**src/rtl/tsu_queue_reader.sv**
```systemverilog
// Drains 64-bit timestamps from the tsu queue read port into a small output FIFO and offers them on a valid/ready port.
// Latency: q_rd_en in cycle N, data on q_rd_data in N+1, ts_valid in N+2; one entry per cycle sustained when ts_ready=1.
// Backpressure: reads stall once buffered + in-flight entries reach BUF_DEPTH; flush drains and drops the tsu queue.
module tsu_queue_reader #(
    parameter int BUF_DEPTH = 3,
    parameter int CNT_WIDTH = 16
) (
    input  logic                 q_rd_clk,
    input  logic                 rst,
    input  logic                 enable,
    input  logic                 flush,
    input  logic [7:0]           q_rd_stat,
    input  logic [63:0]          q_rd_data,
    output logic                 q_rd_en,
    output logic                 ts_valid,
    output logic [63:0]          ts_data,
    input  logic                 ts_ready,
    output logic                 flush_busy,
    output logic [CNT_WIDTH-1:0] ts_count
);

    localparam int PTR_W = (BUF_DEPTH > 1) ? $clog2(BUF_DEPTH) : 1;
    localparam int OCC_W = $clog2(BUF_DEPTH + 1);
    localparam logic [OCC_W:0]   DEPTH_V  = (OCC_W + 1)'(BUF_DEPTH);
    localparam logic [PTR_W-1:0] PTR_LAST = PTR_W'(BUF_DEPTH - 1);

    typedef enum logic [1:0] {
        ST_IDLE  = 2'd0,
        ST_RUN   = 2'd1,
        ST_FLUSH = 2'd2
    } state_t;

    state_t               state_q, state_d;
    logic                 pend_q, pend_d;
    logic [OCC_W-1:0]     occ_q, occ_d;
    logic [PTR_W-1:0]     rd_ptr_q, rd_ptr_d;
    logic [PTR_W-1:0]     wr_ptr_q, wr_ptr_d;
    logic [CNT_WIDTH-1:0] ts_count_q, ts_count_d;
    logic [63:0]          mem_q [BUF_DEPTH];

    logic stat_nz;
    logic room;
    logic rd_req;
    logic push;
    logic pop;
    logic clr;

    assign stat_nz = (q_rd_stat != 8'd0);
    // In-flight read counts against the buffer so a stalled host can never overflow it.
    assign room    = ({1'b0, occ_q} + {{OCC_W{1'b0}}, pend_q}) < DEPTH_V;

    // Sequencer: decides when to pop the tsu queue and whether the returning entry is kept.
    always_comb begin
        state_d = state_q;
        rd_req  = 1'b0;
        push    = 1'b0;
        clr     = 1'b0;
        unique case (state_q)
            ST_IDLE: begin
                if (flush) begin
                    state_d = ST_FLUSH;
                    clr     = 1'b1;
                end else if (enable) begin
                    state_d = ST_RUN;
                end
            end
            ST_RUN: begin
                // Dropping enable stops new reads at once; an in-flight read still lands.
                rd_req = enable & stat_nz & room;
                if (flush) begin
                    state_d = ST_FLUSH;
                    clr     = 1'b1;
                end else begin
                    push = pend_q;
                    if (!enable && !pend_q) begin
                        state_d = ST_IDLE;
                    end
                end
            end
            ST_FLUSH: begin
                // An empty queue means no read is issued now, so any entry arriving this
                // cycle is the last one and is dropped here; nothing is left in flight.
                rd_req = stat_nz;
                if (!stat_nz) begin
                    state_d = enable ? ST_RUN : ST_IDLE;
                end
            end
            default: begin
                state_d = ST_IDLE;
            end
        endcase
        q_rd_en = rd_req & ~rst;
        pend_d  = q_rd_en;
    end

    // Output buffer bookkeeping and delivered-entry counter.
    always_comb begin
        ts_valid   = (occ_q != '0);
        pop        = ts_valid & ts_ready;
        occ_d      = occ_q;
        rd_ptr_d   = rd_ptr_q;
        wr_ptr_d   = wr_ptr_q;
        ts_count_d = ts_count_q + {{(CNT_WIDTH-1){1'b0}}, pop};
        if (clr) begin
            occ_d    = '0;
            rd_ptr_d = '0;
            wr_ptr_d = '0;
        end else begin
            if (push) begin
                wr_ptr_d = (wr_ptr_q == PTR_LAST) ? '0 : wr_ptr_q + 1'b1;
            end
            if (pop) begin
                rd_ptr_d = (rd_ptr_q == PTR_LAST) ? '0 : rd_ptr_q + 1'b1;
            end
            unique case ({push, pop})
                2'b10:   occ_d = occ_q + 1'b1;
                2'b01:   occ_d = occ_q - 1'b1;
                default: occ_d = occ_q;
            endcase
        end
    end

    // State, pointer and counter registers.
    always_ff @(posedge q_rd_clk) begin
        if (rst) begin
            state_q    <= ST_IDLE;
            pend_q     <= 1'b0;
            occ_q      <= '0;
            rd_ptr_q   <= '0;
            wr_ptr_q   <= '0;
            ts_count_q <= '0;
        end else begin
            state_q    <= state_d;
            pend_q     <= pend_d;
            occ_q      <= occ_d;
            rd_ptr_q   <= rd_ptr_d;
            wr_ptr_q   <= wr_ptr_d;
            ts_count_q <= ts_count_d;
        end
    end

    // Buffer storage; contents are only observed through occ, so no reset is needed.
    always_ff @(posedge q_rd_clk) begin
        if (!rst && push) begin
            mem_q[wr_ptr_q] <= q_rd_data;
        end
    end

    assign ts_data    = ts_valid ? mem_q[rd_ptr_q] : 64'd0;
    assign flush_busy = (state_q == ST_FLUSH);
    assign ts_count   = ts_count_q;

endmodule

```
**config.mk**
```make
export PLATFORM = sky130hd
export DESIGN_NAME = tsu_queue_reader
export DESIGN_NICKNAME = d
export VERILOG_FILES = /design/src/rtl/tsu_queue_reader.sv
export SDC_FILE = /design/constraint.sdc
export NUM_CORES = 1
export LEC_CHECK = 0
export ABC_AREA = 1
export BUFFER_PORTS_ARGS = -buffer_cell sky130_fd_sc_hd__buf_2
export CAP_MARGIN = 0
export CORE_UTILIZATION = 31
export CTS_CLUSTER_SIZE = 24
export DETAILED_ROUTE_END_ITERATION = 8
export SLEW_MARGIN = 30
export SYNTH_ARGS = -nofsm -noshare
export SYNTH_HDL_FRONTEND = slang
export SYNTH_SLANG_ARGS = --single-unit
```
**constraint.sdc**
```tcl
create_clock -name q_rd_clk -period 5 [get_ports q_rd_clk]
set_input_delay 0.5 -clock q_rd_clk [delete_from_list [all_inputs] [get_ports q_rd_clk]]
set_output_delay 0.5 -clock q_rd_clk [all_outputs]
set_load 0.05 [all_outputs]
```
==> out/metrics.json <==
{
  "worstHoldPathType": {"value": "input port to register"},
  "synth_xor_area_frac": {"value": 0.00552},
  "crit_path_start_kind": {"value": "register"},
  "maxSlewViolCount": {"value": 0},
  "final_antenna_net_count": {"value": 0},
  "share_of_the_synthesized_area_in_compound_gates_ao_oa_aoi_oai": {"value": 0.0861},
  "grt_setup_unrepaired": {"value": "false"},
  "timing.final.hold_violations": {"value": 0},
  "number_of_placed_instances_taps_included": {"value": 1262},
  "rows": {"value": 63},
  "cp_cell_instances": {"value": "buf_4, a21oi_1, o21ai_1, inv_1, buf_2"},
  "count_of_cell_types_in_the_netlist": {"value": 35},
  "total_power_per_unit_cell_area": {"value": 340, "unit": "nW/um^2"},
  "layout-area-overhead-vs-synth": {"value": 21.7, "unit": "%"},
  "holdCritStartpoint": {"value": "q_rd_data[63]"},
  "core_area": {"value": 30000, "unit": "um^2"},
  "clkSlewWorstSetupHoldPaths": {"value": 0.06, "unit": "ns"},
  "cts.path.max_buffers": {"value": 3},
  "avgSynthCellArea": {"value": 13.0, "unit": "um^2"},
  "floorplan.die.height": {"value": 177, "unit": "um"},
  "grt_first_pass_wirelength": {"value": 30300, "unit": "um"},
  "slew_headroom": {"value": 0.382},
  "via_count": {"value": 5726},
  "setup_slack_of_the_most_critical_reg_to_reg_path": {"value": 2.68, "unit": "ns"},
  "max-vdd-ir-drop": {"value": 204, "unit": "uV"},
  "detailed_place.area": {"value": 10800, "unit": "um^2"},
  "fin_tns_setup": {"value": 0, "unit": "ns"},
  "i_o_pin_count": {"value": 160},
  "netlist_area": {"value": 9520, "unit": "um^2"},
  "synthAdderAreaFrac": {"value": 0.0118},
  "grt_antenna_before_repair": {"value": 1},
  "start_util": {"value": 0.318},
  "grt_pass1_vias": {"value": 5783},
  "fp.dieArea": {"value": 31400, "unit": "um^2"},
  "setup_viol_count_final": {"value": 0},
  "post_drt_via_cell_ratio": {"value": 4.38},
  "min_delay_path_depth": {"value": 1},
  "grt_overflow_total": {"value": 0},
  "criticalPathCategory": {"value": "register to output pin"},
  "finalCriticalPeriod": {"value": 3.15, "unit": "ns"},
  "drt_first_pass_iters": {"value": 4},
  "clkSinkCount": {"value": 219},
  "worst_clock_skew": {"value": 0.0102, "unit": "ns"},
  "postCtsResizedCells": {"value": 0},
  "syn-num-nets": {"value": 820},
  "max_stage_delay": {"value": 0.92, "unit": "ns"},
  "yosysWarningCount": {"value": 0},
  "routed_wl": {"value": 19200, "unit": "um"},
  "globalplace.congestion": {"value": 0.740},
  "worst_reg_to_reg_cells": {"value": 7},
  "detail_route.wl_per_cell": {"value": 14.7, "unit": "um"},
  "cts_htree_levels": {"value": 1},
  "timing.critical_path.max_delay_family": {"value": "buffers and inverters"},
  "antenna_cells": {"value": 0},
  "cts-buffers-inserted": {"value": 25},
  "worst_hold_slack": {"value": 0.181, "unit": "ns"},
  "detailedPlacementHpwl": {"value": 12300, "unit": "um"},
  "fraction_of_final_layout_cells_with_drive_strength_greater_than_1": {"value": 0.338},
  "drcViolationCount": {"value": 0},
  "fmaxAchievable": {"value": 0.318, "unit": "GHz"},
  "critical_path.endpoint_type": {"value": "output pin"},
  "layout.cells.non_filler": {"value": 1308},
  "worstPathArrival": {"value": 2.65, "unit": "ns"},
  "yosys.area_share.simple": {"value": 0.0519},
  "final_nets": {"value": 987},
  "final.period_utilization": {"value": 0.629},
  "drv_cap": {"value": 0},
  "cp_num_buf_inv": {"value": 3},
  "ys_seq_area_frac": {"value": 0.662},
  "drt_first_iter_violations": {"value": 199},
  "cts_tree": {"value": "yes"},
  "ctsRootBufferMaster": {"value": "clkbuf_16"},
  "worstReg2RegEnd": {"value": "mem_q[1][0]"},
  "die_width": {"value": 177, "unit": "um"},
  "final_area": {"value": 11600, "unit": "um^2"},
  "regToRegStartpoint": {"value": "state_q[1]"},
  "synth_cells": {"value": 734},
  "timing.critical_path.required": {"value": 4.50, "unit": "ns"},
  "ys_seq_elements": {"value": 219},
  "worstSkewPairLatency": {"value": 0.52, "unit": "ns"},
  "io_buffers": {"value": 159},
  "grt_start_max_net_pins": {"value": 71},
  "leakage": {"value": 5.19, "unit": "nW"},
  "status": {"value": "complete, no violations"},
  "grt_usage": {"value": 0.123},
  "cts_hold_fix_bufs": {"value": 0},
  "highest_delay_cell_along_the_critical_path": {"value": "dfxtp_4"},
  "tightestPinTransition": {"value": 0.927, "unit": "ns"},
  "hold_path_end": {"value": "mem_q[0][63]"},
  "combinational_family_with_the_most_area_after_synthesis": {"value": "multiplexers"},
  "post_synth_mux_area_share": {"value": 0.0993},
  "crit_fanout": {"value": 70},
  "cts_post_setup_buffers_inserted": {"value": 0}
}
## where the power goes
part	total, mW	internal [mW]	switching, mW	leakage, nW
combinational	0.219	0.0781	0.141	2.87
clock	1.72	1.02	0.699	0.379
sequential	2.01	2.00	0.0113	1.94
## cells by family (layout without fill, tap and decap cells)
kind of cell | after synthesis | in the layout
AND/OR/NAND/NOR | 109 | 109
buffers and inverters | 180 | 364
multiplexers | 64 | 64
flip-flops | 219 | 219
adder cells (fa/ha/maj) | 9 | 9
AO/OA/AOI/OAI | 147 | 147
XOR/XNOR | 6 | 6
## registers in the layout, summed over array words and instances (netlist names), named ones only
| register | flops |
|---|---|
| rd_ptr_q | 2 |
| mem_q | 192 |
| state_q | 2 |
| wr_ptr_q | 2 |
| pend_q | 1 |
| ts_count | 16 |
| occ_q | 2 |
## layout by cell type (no fill, tap or decap), types with 7 or more instances in the layout
cell,instances
edfxtp_1,192
buf_2,159
inv_1,144
a21oi_1,76
mux2_4,60
o21ai_1,48
nand2_1,42
nor2_1,37
clkbuf_16,25
dfxtp_1,25
o21ai_2,21
nand3_1,9
ha_1,9
clkinv_2,7
## through the flow
step           power [mW]  setup WS (ns)   util
2_1_floorplan        2.19          0.910      -
3_3_place_gp         2.26           2.21  0.357
3_5_place_dp         2.27           2.22  0.360
4_1_cts              4.01           1.67  0.385
5_1_grt              4.10           1.61  0.387
6_report             3.95           1.85  0.387
## worst max path at each step
stage / slack, ns / cells after the start / endpoint / startpoint
detailed placement: 2.22 / 5 / ts_data[63] / register
finish: 1.85 / 5 / ts_data[62] / register
floorplan: 0.91 / 6 / mem_q[0][0] / state_q[1]
CTS: 1.67 / 5 / ts_data[63] / register
global route: 1.61 / 5 / ts_data[62] / register
global placement: 2.21 / 5 / mem_q[2][38] / rst
## Yosys cell counts
cell type	number	area [um^2]
and3_1	1	6.26
nor2_2	4	25.0
xnor2_1	3	26.3
mux2_1	4	45.0
nor3_1	3	15.0
nand3_2	1	10.0
inv_2	6	22.5
nand2_2	2	12.5
o21a_1	1	7.51
dfxtp_1	27	541
nor2_1	40	150
nand2_4	1	11.3
buf_1	4	15.0
o21ai_2	21	184
o21ai_1	48	240
edfxtp_1	192	5770
or2_2	1	6.26
buf_6	1	11.3
inv_1	144	541
buf_2	10	50.1
nor2_4	2	22.5
o211ai_1	1	7.51
xor2_1	3	26.3
buf_8	2	30.0
nand3_1	9	45.0
a21oi_1	76	380
mux2_4	60	901
buf_12	4	80.1
ha_1	9	113
nor2_8	1	20.0
nand4_1	1	6.26
nand2_1	42	158
clkbuf_1	7	26.3
buf_4	2	15.0
or2_0	1	6.26
## layer usage
layer  global-route usage  part of all wire  vias up
met5                    0           0.00062        -
met4               0.0370             0.019        2
met3               0.0264             0.058       34
met2                0.222              0.49      131
met1                0.146              0.43     2727
li1                     -                 -     2832
## layout make-up
class,instances,area (um^2)
Fill cell,2938,18400
Tap cell,390,488
Sequential cell,219,6310
Clock inverter,14,123
Timing Repair Buffer,170,1010
Multi-Input combinational cell,335,2450
Inverter,150,563
Clock buffer,30,644
Power figures use the tool's default switching activity.
